==> src/rtl/execute_writeback_if.sv <==
// Bundle of the operand hand-off from the load stage and the write-back/status signals.
// The master side is the controller/load stage; the slave side is execute_writeback.
interface execute_writeback_if #(
    parameter int DATA_WIDTH = 8,
    parameter int AW         = 6
);
    logic                  ready;
    logic [1:0]            opcode;
    logic [DATA_WIDTH-1:0] src1;
    logic [DATA_WIDTH-1:0] src2;
    logic [AW-1:0]         dst;
    logic                  mem_wr_en;
    logic [AW-1:0]         mem_wr_addr;
    logic [DATA_WIDTH-1:0] mem_wr_data;
    logic                  overflow;
    logic                  busy;
    logic                  done;
    logic                  drop_err;

    modport master (
        output ready, opcode, src1, src2, dst,
        input  mem_wr_en, mem_wr_addr, mem_wr_data, overflow, busy, done, drop_err
    );

    modport slave (
        input  ready, opcode, src1, src2, dst,
        output mem_wr_en, mem_wr_addr, mem_wr_data, overflow, busy, done, drop_err
    );
endinterface

==> src/rtl/execute_writeback.sv <==
// Execute/write-back stage: ADD/SUB/MOV in one cycle, MUL by iterative shift-add.
// Optional macro EXEC_SATURATE_EN clamps overflowing results instead of wrapping them.
module execute_writeback #(
    parameter int DATA_WIDTH       = 8,
    parameter int DATA_MEMORY_SIZE = 64
) (
    input  logic                  clk,
    input  logic                  rst_n,
    execute_writeback_if.slave    bus
);
    localparam int AW = $clog2(DATA_MEMORY_SIZE);
    localparam int CW = (DATA_WIDTH > 1) ? $clog2(DATA_WIDTH) : 1;
    localparam logic [CW-1:0] CNT_LAST = CW'(DATA_WIDTH - 1);

    localparam logic [1:0] OP_ADD = 2'b00;
    localparam logic [1:0] OP_SUB = 2'b01;
    localparam logic [1:0] OP_MUL = 2'b10;
    localparam logic [1:0] OP_MOV = 2'b11;

    typedef enum logic [1:0] {
        ST_IDLE  = 2'd0,
        ST_EXEC  = 2'd1,
        ST_WRITE = 2'd2
    } state_e;

    state_e                    state_q,   state_d;
    logic [1:0]                op_q,      op_d;
    logic [DATA_WIDTH-1:0]     a_q,       a_d;
    logic [DATA_WIDTH-1:0]     b_q,       b_d;
    logic [AW-1:0]             dst_q,     dst_d;
    logic [2*DATA_WIDTH-1:0]   acc_q,     acc_d;
    logic [CW-1:0]             cnt_q,     cnt_d;
    logic                      wr_en_q,   wr_en_d;
    logic [AW-1:0]             wr_addr_q, wr_addr_d;
    logic [DATA_WIDTH-1:0]     wr_data_q, wr_data_d;
    logic                      ovf_q,     ovf_d;
    logic                      busy_q,    busy_d;
    logic                      done_q,    done_d;
    logic                      drop_q,    drop_d;

    logic [DATA_WIDTH:0]       sum_s;
    logic [DATA_WIDTH:0]       diff_s;
    logic [2*DATA_WIDTH-1:0]   partial_s;
    logic [2*DATA_WIDTH-1:0]   prod_s;
    logic [DATA_WIDTH-1:0]     wrap_s;
    logic [DATA_WIDTH-1:0]     res_s;
    logic                      ovf_s;

    // Datapath: arithmetic on the latched operands and the shift-add step.
    always_comb begin
        sum_s  = {1'b0, a_q} + {1'b0, b_q};
        diff_s = {1'b0, a_q} - {1'b0, b_q};
        if (b_q[cnt_q]) begin
            partial_s = {{DATA_WIDTH{1'b0}}, a_q} << cnt_q;
        end else begin
            partial_s = {(2*DATA_WIDTH){1'b0}};
        end
        // On the last iteration this sum is the full product.
        prod_s = acc_q + partial_s;
    end

    // Result and overflow selection for the latched opcode.
    always_comb begin
        wrap_s = a_q;
        ovf_s  = 1'b0;
        case (op_q)
            OP_ADD: begin
                wrap_s = sum_s[DATA_WIDTH-1:0];
                ovf_s  = sum_s[DATA_WIDTH];
            end
            OP_SUB: begin
                wrap_s = diff_s[DATA_WIDTH-1:0];
                ovf_s  = diff_s[DATA_WIDTH];
            end
            OP_MUL: begin
                wrap_s = prod_s[DATA_WIDTH-1:0];
                ovf_s  = |prod_s[2*DATA_WIDTH-1:DATA_WIDTH];
            end
            OP_MOV: begin
                wrap_s = a_q;
                ovf_s  = 1'b0;
            end
            default: begin
                wrap_s = a_q;
                ovf_s  = 1'b0;
            end
        endcase
    end

    // Write-data shaping: wrap by default, clamp toward the overflowed bound when enabled.
    always_comb begin
        res_s = wrap_s;
`ifdef EXEC_SATURATE_EN
        if (ovf_s) begin
            if (op_q == OP_SUB) begin
                res_s = {DATA_WIDTH{1'b0}};
            end else begin
                res_s = {DATA_WIDTH{1'b1}};
            end
        end else begin
            res_s = wrap_s;
        end
`endif
    end

    // Next-state and registered-output computation.
    always_comb begin
        state_d   = state_q;
        op_d      = op_q;
        a_d       = a_q;
        b_d       = b_q;
        dst_d     = dst_q;
        acc_d     = acc_q;
        cnt_d     = cnt_q;
        wr_en_d   = wr_en_q;
        wr_addr_d = wr_addr_q;
        wr_data_d = wr_data_q;
        ovf_d     = ovf_q;
        busy_d    = busy_q;
        done_d    = done_q;
        drop_d    = drop_q;

        case (state_q)
            ST_IDLE: begin
                if (bus.ready) begin
                    op_d    = bus.opcode;
                    a_d     = bus.src1;
                    b_d     = bus.src2;
                    dst_d   = bus.dst;
                    acc_d   = {(2*DATA_WIDTH){1'b0}};
                    cnt_d   = {CW{1'b0}};
                    busy_d  = 1'b1;
                    state_d = ST_EXEC;
                end else begin
                    state_d = ST_IDLE;
                end
            end
            ST_EXEC: begin
                if (bus.ready) begin
                    drop_d = 1'b1;
                end else begin
                    drop_d = drop_q;
                end
                if ((op_q != OP_MUL) || (cnt_q == CNT_LAST)) begin
                    wr_en_d   = 1'b1;
                    done_d    = 1'b1;
                    wr_addr_d = dst_q;
                    wr_data_d = res_s;
                    ovf_d     = ovf_s;
                    state_d   = ST_WRITE;
                end else begin
                    acc_d = prod_s;
                    cnt_d = cnt_q + {{(CW-1){1'b0}}, 1'b1};
                end
            end
            ST_WRITE: begin
                // The write cycle still counts as busy, so a pulse here is dropped.
                if (bus.ready) begin
                    drop_d = 1'b1;
                end else begin
                    drop_d = drop_q;
                end
                wr_en_d = 1'b0;
                done_d  = 1'b0;
                busy_d  = 1'b0;
                state_d = ST_IDLE;
            end
            default: begin
                wr_en_d = 1'b0;
                done_d  = 1'b0;
                busy_d  = 1'b0;
                state_d = ST_IDLE;
            end
        endcase
    end

    // State and output registers with synchronous active-low reset.
    always_ff @(posedge clk) begin
        if (!rst_n) begin
            state_q   <= ST_IDLE;
            op_q      <= 2'b00;
            a_q       <= {DATA_WIDTH{1'b0}};
            b_q       <= {DATA_WIDTH{1'b0}};
            dst_q     <= {AW{1'b0}};
            acc_q     <= {(2*DATA_WIDTH){1'b0}};
            cnt_q     <= {CW{1'b0}};
            wr_en_q   <= 1'b0;
            wr_addr_q <= {AW{1'b0}};
            wr_data_q <= {DATA_WIDTH{1'b0}};
            ovf_q     <= 1'b0;
            busy_q    <= 1'b0;
            done_q    <= 1'b0;
            drop_q    <= 1'b0;
        end else begin
            state_q   <= state_d;
            op_q      <= op_d;
            a_q       <= a_d;
            b_q       <= b_d;
            dst_q     <= dst_d;
            acc_q     <= acc_d;
            cnt_q     <= cnt_d;
            wr_en_q   <= wr_en_d;
            wr_addr_q <= wr_addr_d;
            wr_data_q <= wr_data_d;
            ovf_q     <= ovf_d;
            busy_q    <= busy_d;
            done_q    <= done_d;
            drop_q    <= drop_d;
        end
    end

    assign bus.mem_wr_en   = wr_en_q;
    assign bus.mem_wr_addr = wr_addr_q;
    assign bus.mem_wr_data = wr_data_q;
    assign bus.overflow    = ovf_q;
    assign bus.busy        = busy_q;
    assign bus.done        = done_q;
    assign bus.drop_err    = drop_q;
endmodule

==> src/flat_wrapper.sv <==
// flat-port wrapper written by rule: the top's interface ports become plain ports
module execute_writeback_flat 
#(
    parameter int DATA_WIDTH       = 8,
    parameter int DATA_MEMORY_SIZE = 64
)
  (clk, rst_n, bus_ready, bus_opcode, bus_src1, bus_src2, bus_dst, bus_mem_wr_en, bus_mem_wr_addr, bus_mem_wr_data, bus_overflow, bus_busy, bus_done, bus_drop_err);
  execute_writeback_if #(.DATA_WIDTH(DATA_WIDTH), .AW((6))) bus_i ();
  input  logic clk;
  input  logic rst_n;
  input wire logic [$bits(bus_i.ready)-1:0] bus_ready;
  input wire logic [$bits(bus_i.opcode)-1:0] bus_opcode;
  input wire logic [$bits(bus_i.src1)-1:0] bus_src1;
  input wire logic [$bits(bus_i.src2)-1:0] bus_src2;
  input wire logic [$bits(bus_i.dst)-1:0] bus_dst;
  output wire logic [$bits(bus_i.mem_wr_en)-1:0] bus_mem_wr_en;
  output wire logic [$bits(bus_i.mem_wr_addr)-1:0] bus_mem_wr_addr;
  output wire logic [$bits(bus_i.mem_wr_data)-1:0] bus_mem_wr_data;
  output wire logic [$bits(bus_i.overflow)-1:0] bus_overflow;
  output wire logic [$bits(bus_i.busy)-1:0] bus_busy;
  output wire logic [$bits(bus_i.done)-1:0] bus_done;
  output wire logic [$bits(bus_i.drop_err)-1:0] bus_drop_err;
  assign bus_i.ready = bus_ready;
  assign bus_i.opcode = bus_opcode;
  assign bus_i.src1 = bus_src1;
  assign bus_i.src2 = bus_src2;
  assign bus_i.dst = bus_dst;
  assign bus_mem_wr_en = bus_i.mem_wr_en;
  assign bus_mem_wr_addr = bus_i.mem_wr_addr;
  assign bus_mem_wr_data = bus_i.mem_wr_data;
  assign bus_overflow = bus_i.overflow;
  assign bus_busy = bus_i.busy;
  assign bus_done = bus_i.done;
  assign bus_drop_err = bus_i.drop_err;
  execute_writeback #(.DATA_WIDTH(DATA_WIDTH), .DATA_MEMORY_SIZE(DATA_MEMORY_SIZE)) u_core (.clk(clk), .rst_n(rst_n), .bus(bus_i));
endmodule
==> config.mk <==
export PLATFORM = sky130hd
export DESIGN_NAME = execute_writeback_flat
export DESIGN_NICKNAME = d
export VERILOG_FILES = /design/src/rtl/execute_writeback_if.sv /design/src/rtl/execute_writeback.sv /design/src/flat_wrapper.sv
export SDC_FILE = /design/constraint.sdc
export NUM_CORES = 1
export LEC_CHECK = 0
export BUFFER_PORTS_ARGS = -buffer_cell sky130_fd_sc_hd__buf_2
export CAP_MARGIN = 30
export CORE_MARGIN = 10
export CORE_UTILIZATION = 53
export DETAILED_ROUTE_END_ITERATION = 8
export PLACE_DENSITY = 0.83
export REMOVE_ABC_BUFFERS = 1
export SYNTH_ARGS = -nofsm -noshare
export SYNTH_HDL_FRONTEND = slang
export SYNTH_SLANG_ARGS = --single-unit
==> constraint.sdc <==
create_clock -name clk -period 3.85 [get_ports clk]
set_clock_uncertainty 0.05 [all_clocks]
set_input_delay 0.1925 -clock clk [delete_from_list [all_inputs] [get_ports clk]]
set_output_delay 0.1925 -clock clk [all_outputs]
set_load 0.01 [all_outputs]
* Yosys cells after proc, flatten, opt, wreduce, memory -nomap -nowiden
Cells that the tools add are included.
** Word-level totals
- Register bits :: 63
- Word-level logic and storage cells :: 61
** Operators by class
- $add $sub $neg :: 4
- $lt $le $gt $ge :: 1
- Eq/ne operators :: 10
- Shifts and indexed selects :: 1
- Multiplexer cells :: 18
- Bitwise operators :: 2
- Reduce and logical (&&, ||, !) cells :: 12
** Operator list (count)
- two-way mux 16 bit :: 3
- one-hot mux 16 bit (2 select lines) :: 1
- one-hot mux 8 bit (4 select lines) :: 1
- adder 16 bit :: 1
- << shifter 8 x 3 -> 16 bit :: 1
- AND reduction 2 bit :: 5
- adder 8 x 8 -> 9 bit :: 1
- subtractor 8 x 8 -> 9 bit :: 1
- OR reduction 8 bit :: 1
- == test 2 bit, second input constant :: 3
- two-way mux 3 bit :: 2
- != test 2 bit, second input constant :: 3
- one-hot mux 3 bit (2 select lines) :: 1
- == test 2 x 1 -> 1 bit, second input constant :: 2
- logical NOT 2 bit :: 2
- < comparator 3 x 4 -> 1 bit, second input constant :: 1
- two-way mux 1 bit :: 4
- one-hot mux 1 bit (2 select lines) :: 2
- one-hot mux 1 bit (4 select lines) :: 1
- one-hot mux 2 bit (2 select lines) :: 1
- adder 3 x 1 -> 3 bit, second input constant :: 1
- binary-select mux 1 bit (select 3 bit) :: 1
- == test 3 bit, second input constant :: 1
- AND reduction 3 bit :: 1
- 6 further kinds :: 7

* Depth between registers and ports, before layout
- Depth in word-level cells :: 6
- Gate-level depth with buffers :: 17

* Worst setup path before layout
OpenSTA, ideal clock, no wires.
- Kind :: reg-to-reg
- Start point :: register u_core.cnt_q[0]
- End point :: register u_core.ovf_q, in the netlist u_core.bus.overflow
- Arrival :: 3.732 ns
- Setup slack :: -0.053 ns
- Stages on the path, launching flop included :: 16
- Buffers on the path :: 2
- Period minus slack after synthesis :: 3.903 ns
- Path through :: dfxtp_1 clkbuf_1 mux4_2 nand2_1 and2_1 clkbuf_1 a21oi_1 ha_1 a21o_1 a311o_1 a21oi_2 o31ai_2 xor2_1 or4_1 nor4_1 o41ai_1
** On the way
- Longest elaborated chain between the ends :: 6
- Elaborated cells on any way between the ends :: 10
- Those cells by class :: add/sub: 1; eq/ne: 1; shift: 1; mux: 4; reduce/logical: 3
** RTL lines
- from (decl) :: RTL line execute_writeback.sv:32 : logic [CW-1:0] cnt_q, cnt_d;
- from (signal assigned) :: RTL line execute_writeback.sv:186 : cnt_q <= {CW{1'b0}};
- from (signal assigned) :: RTL line execute_writeback.sv:201 : cnt_q <= cnt_d;
- binary-select mux 1 bit (select 3 bit) :: RTL line execute_writeback.sv:53 : if (b_q[cnt_q]) begin
- two-way mux 1 bit (not written as such) :: RTL line execute_writeback.sv:53
- two-way mux 16 bit :: RTL line execute_writeback.sv:53
- adder 16 bit :: RTL line execute_writeback.sv:59 : prod_s = acc_q + partial_s;
- OR reduction 8 bit :: RTL line execute_writeback.sv:77 : ovf_s = |prod_s[2*DATA_WIDTH-1:DATA_WIDTH];
- one-hot mux 1 bit (4 select lines) :: RTL line execute_writeback.sv:66 : case (op_q)
- to (signal assigned) :: RTL line execute_writeback.sv:205 : ovf_q <= ovf_d;
- to (decl) :: RTL line execute_writeback.sv:36 : logic ovf_q, ovf_d;
Parallel ways exist; a longest one is shown, timed or not. The select of a mux whose other input is x is not followed.
A chain may end at the register's enable or synchronous reset.

* Worst setup path in the final report
Same ends and word-level chain as after synthesis.

==> results.md <==
- Outcome: finished, final reports clean
- Mux share of post-synthesis cell area: 0.0702
- Final setup fails: 0
- Residual DRC count: 0
- Worst Max-Slew Pin Slew: 0.877 ns
- Final core occ: 0.618
- Finished Cell Area: 4700 sq um
- Largest family of logic cells by synthesized area: compound AO/OA/AOI/OAI gates
- CTS tree: done
- Largest net degree at the start of global routing: 49
- Req. time, crit path: 4.04 ns
- Critical path capture point: u_core.bus.overflow
- R2R setup slack: 0.13 ns
- HP Class: primary input to register
- Remaining Overflow, GRT: 0
- Main synth FF type: dfxtp_1
- Post-Syn Instances: 525
- Clock Latency Late Sink: 0.36 ns
- CTS Hold Bufs: 0
- Die X: 108 microns
- # IOs: 46
- Clock tree buffer depth: 2
- Post-synth EDFFs: 0
- Synth Register Bits: 63
- Clock sinks: 63
- Reg2Reg Launch Point: u_core.cnt_q[0]
- Max frequency: 269 MHz
- Pre-antenna DRT Iters: 6
- Vias in the first global route: 3935
- Final-layout fill cell count: 664
- Worst Setup SP: u_core.cnt_q[0]
- Worst EP arrival: 3.91 ns
- Clk slew on worst S/H paths: 0.08 ns
- Grt met2 use: 0.315
- CP Capture Type: register
- Initial Util: 0.539
- I/O Buffers: 45
- Area of the multi-input gates: 2660 sq um
- Critical path class: register to register
- Peak VDD IR: 0.000248 V
- Netlist cell types: 50
- Ys Warns: 0
- Routability Congestion: 0.953
- Area fraction in compound gates after synthesis: 0.212
- Flop pwr share: 0.428
- Setup TNS: 0 ns
- Sw Ratio: 0.291
- Met3 Use GR: 0.0476
- Num CTS Buffers: 9
- First-pass GRT wire length: 18500 microns
- Routed vias: 3979
- Post-detailed-route count of antenna-violating nets: 0
- Comb pwr share: 0.170
- Critical path fanouts, max: 5
- Worst Hold Slack: 0.0166 ns
- Placed inst area: 4450 sq um
- Final Hold Vio Count: 0
- Max_cap viols: 0
- Cell Area, Synth: 4100 sq um
- Asr flop ratio synth: 0
- FF-to-FF End: u_core.bus.overflow
- Fin crit share: 0.967
- Minimum clock period: 3.72 ns
- Die ar.: 11600 sq um
- Pleak: 0.00202 uW
- Avg Vias per Cell: 5.89
- Grt met1 use: 0.243
- CP startpoint kind: register
- Max H-tree Level: 3
- Iteration-0 DRC count of the detailed router: 303
- GRT Overall Usage: 0.194
- RSZ-0062 raised after global routing: no
- Global routing's busiest layer: met2
- Proportion of layout cells with a drive suffix above 1: 0.159
- Pwr Density: 353 nW/um^2
- Adder-Cell Fraction of Synth Area: 0.122
- Final net count: 633
- Post-Synth XOR/XNOR Area: 0.0470
- Total core area: 7610 sq um
- Area share of and/or/nand/nor cells after synthesis: 0.194
- Net Sw Power: 483 uW
- Avg Synthesized Cell Area: 7.81 sq um
- Die height: 108 microns
- Cell Rows: 32
- Max-slew headroom: 0.414
- Clock network power share: 0.402
- CTS root buf: clkbuf_8
- Seq. cell area: 1260 sq um
- Layout area overhead: 14.8%
- Sequential-to-total area share from yosys stat: 0.308
- Post-CTS sizing: 0
- Max Slew Vio Count: 0
- Dpl hpwl: 7960 microns
- Post-CTS setup buffer count: 0
- Total power: 1660 uW
- Routed WL: 11100 microns
- Internal: 1180 uW
- DR WL/cell: 16.5 microns
- Reg2Reg Depth: 13
- Initial antenna violation count: 0
==> final cells by class <==
type,count,area share
repair buffers,57,0.0697
well taps,102,0.0271
clock inverters,6,0.0197
flip-flops and latches,63,0.268
multi-input cells,412,0.566
diodes,1,0.000532
inverters,25,0.0199
clock buffers,10,0.0293
==> worst max-delay path, stage by stage, from the launching register on <==
cell	delay, ns
dfxtp_1	0.35
mux4_2	0.53
nand2_2	0.13
nor4_1	0.06
ha_1	0.22
fa_1	0.42
a21o_1	0.20
a311o_1	0.38
a21oi_2	0.25
o31ai_2	0.09
xor2_1	0.15
or4_1	0.55
nor4_2	0.15
o41ai_1	0.08
==> layer usage <==
layer	part of all wire	routed length, microns	vias up
met1	0.43	4830	1892
met4	0.023	256	0
met3	0.064	715	29
met2	0.48	5330	147
met5	0	0	-
li1	-	-	1911
==> power groups by stage <==
stage	logic (uW)	clock network [uW]	registers, uW
6_report	283	668	711
5_1_grt	314	709	714
4_1_cts	279	676	709
3_5_place_dp	275	0	724
3_3_place_gp	262	0	723
2_1_floorplan	181	0	722
==> sequential cells by signal (all words and copies together) (netlist names) <==
name and cells:
u_core.bus.mem_wr_addr 6, u_core.dst_q 6, u_core.op_q 2, u_core.cnt_q 3
u_core.acc_q 16, u_core.a_q 8, u_core.bus.overflow 1, u_core.b_q 8
u_core.bus.drop_err 1, u_core.bus.mem_wr_en 1, u_core.bus.mem_wr_data 8, u_core.bus.busy 1
u_core.state_q 2
==> logic make-up (layout without fill, tap and decap cells) <==
group                      after synthesis  count (layout)
and+or+nand+nor                        191             191
AOI/OAI and AO/OA                      140             140
DFF                                     63              63
buffers and inverters                   50              98
adders and majority gates               38              38
xor gates and xnor gates                22              22
muxes                                   21              21
other                                    0               1
==> layout by cell type (no fill, tap or decap), drive strengths merged, types with 5 or more instances in the layout <==
cell | synthesis | routed
buf | 3 | 57
xor2 | 9 | 9
nor2 | 66 | 66
a21oi | 69 | 69
mux2i | 13 | 13
o211ai | 6 | 6
nor3 | 9 | 9
nor2b | 5 | 5
nand3 | 8 | 8
nand2 | 87 | 87
ha | 35 | 35
a21o | 10 | 10
dfxtp | 63 | 63
inv | 25 | 26
a22oi | 15 | 15
clkbuf | 22 | 10
a211oi | 5 | 5
o21ai | 15 | 15
mux4 | 6 | 6
xnor2 | 13 | 13
==> how the worst min path moves through the flow <==
stage / cells past startpoint / from / end
after floorplan: 2 / bus_dst[0] / u_core.dst_q[0]
after global placement: 3 / bus_dst[2] / u_core.dst_q[2]
after detailed placement: 3 / bus_src1[3] / u_core.a_q[3]
after CTS: 3 / bus_src1[3] / u_core.a_q[3]
after global routing: 3 / bus_opcode[0] / u_core.op_q[0]
final: 3 / bus_src1[2] / u_core.a_q[2]
==> through the flow <==
stage	cells	setup slack, ns
4_1_cts	675	0.0876
5_1_grt	675	0.00624
3_5_place_dp	659	0.117
6_report	676	0.126
2_1_floorplan	500	-0.146
3_3_place_gp	658	0.130
==> Yosys cell counts, types with 2 or more instances <==
master / instances / area [sq um]
and3_1: 2 / 12.5
and2_1: 3 / 18.8
o21ai_0: 11 / 55.1
o21ai_1: 4 / 20.0
nor2_1: 66 / 248
inv_2: 2 / 7.51
a31oi_1: 3 / 18.8
o211ai_1: 6 / 45.0
ha_1: 35 / 438
o21bai_1: 3 / 22.5
o31ai_1: 2 / 15.0
a211oi_1: 5 / 37.5
o21a_1: 2 / 15.0
nor4_1: 2 / 12.5
dfxtp_1: 63 / 1260
or4_1: 2 / 15.0
clkbuf_1: 22 / 82.6
mux4_2: 6 / 135
a21oi_1: 67 / 335
nand2_1: 87 / 327
xnor2_1: 13 / 114
nor3_1: 9 / 45.0
fa_1: 3 / 60.1
nand2b_1: 3 / 18.8
nand3_1: 8 / 40.0
nor2b_1: 5 / 31.3
xor2_1: 9 / 78.8
a21o_1: 10 / 75.1
a311o_1: 2 / 20.0
mux2i_1: 13 / 130
inv_1: 23 / 86.3
a22oi_1: 15 / 113
mux2_2: 2 / 22.5
(Power assumes the default switching activity.)
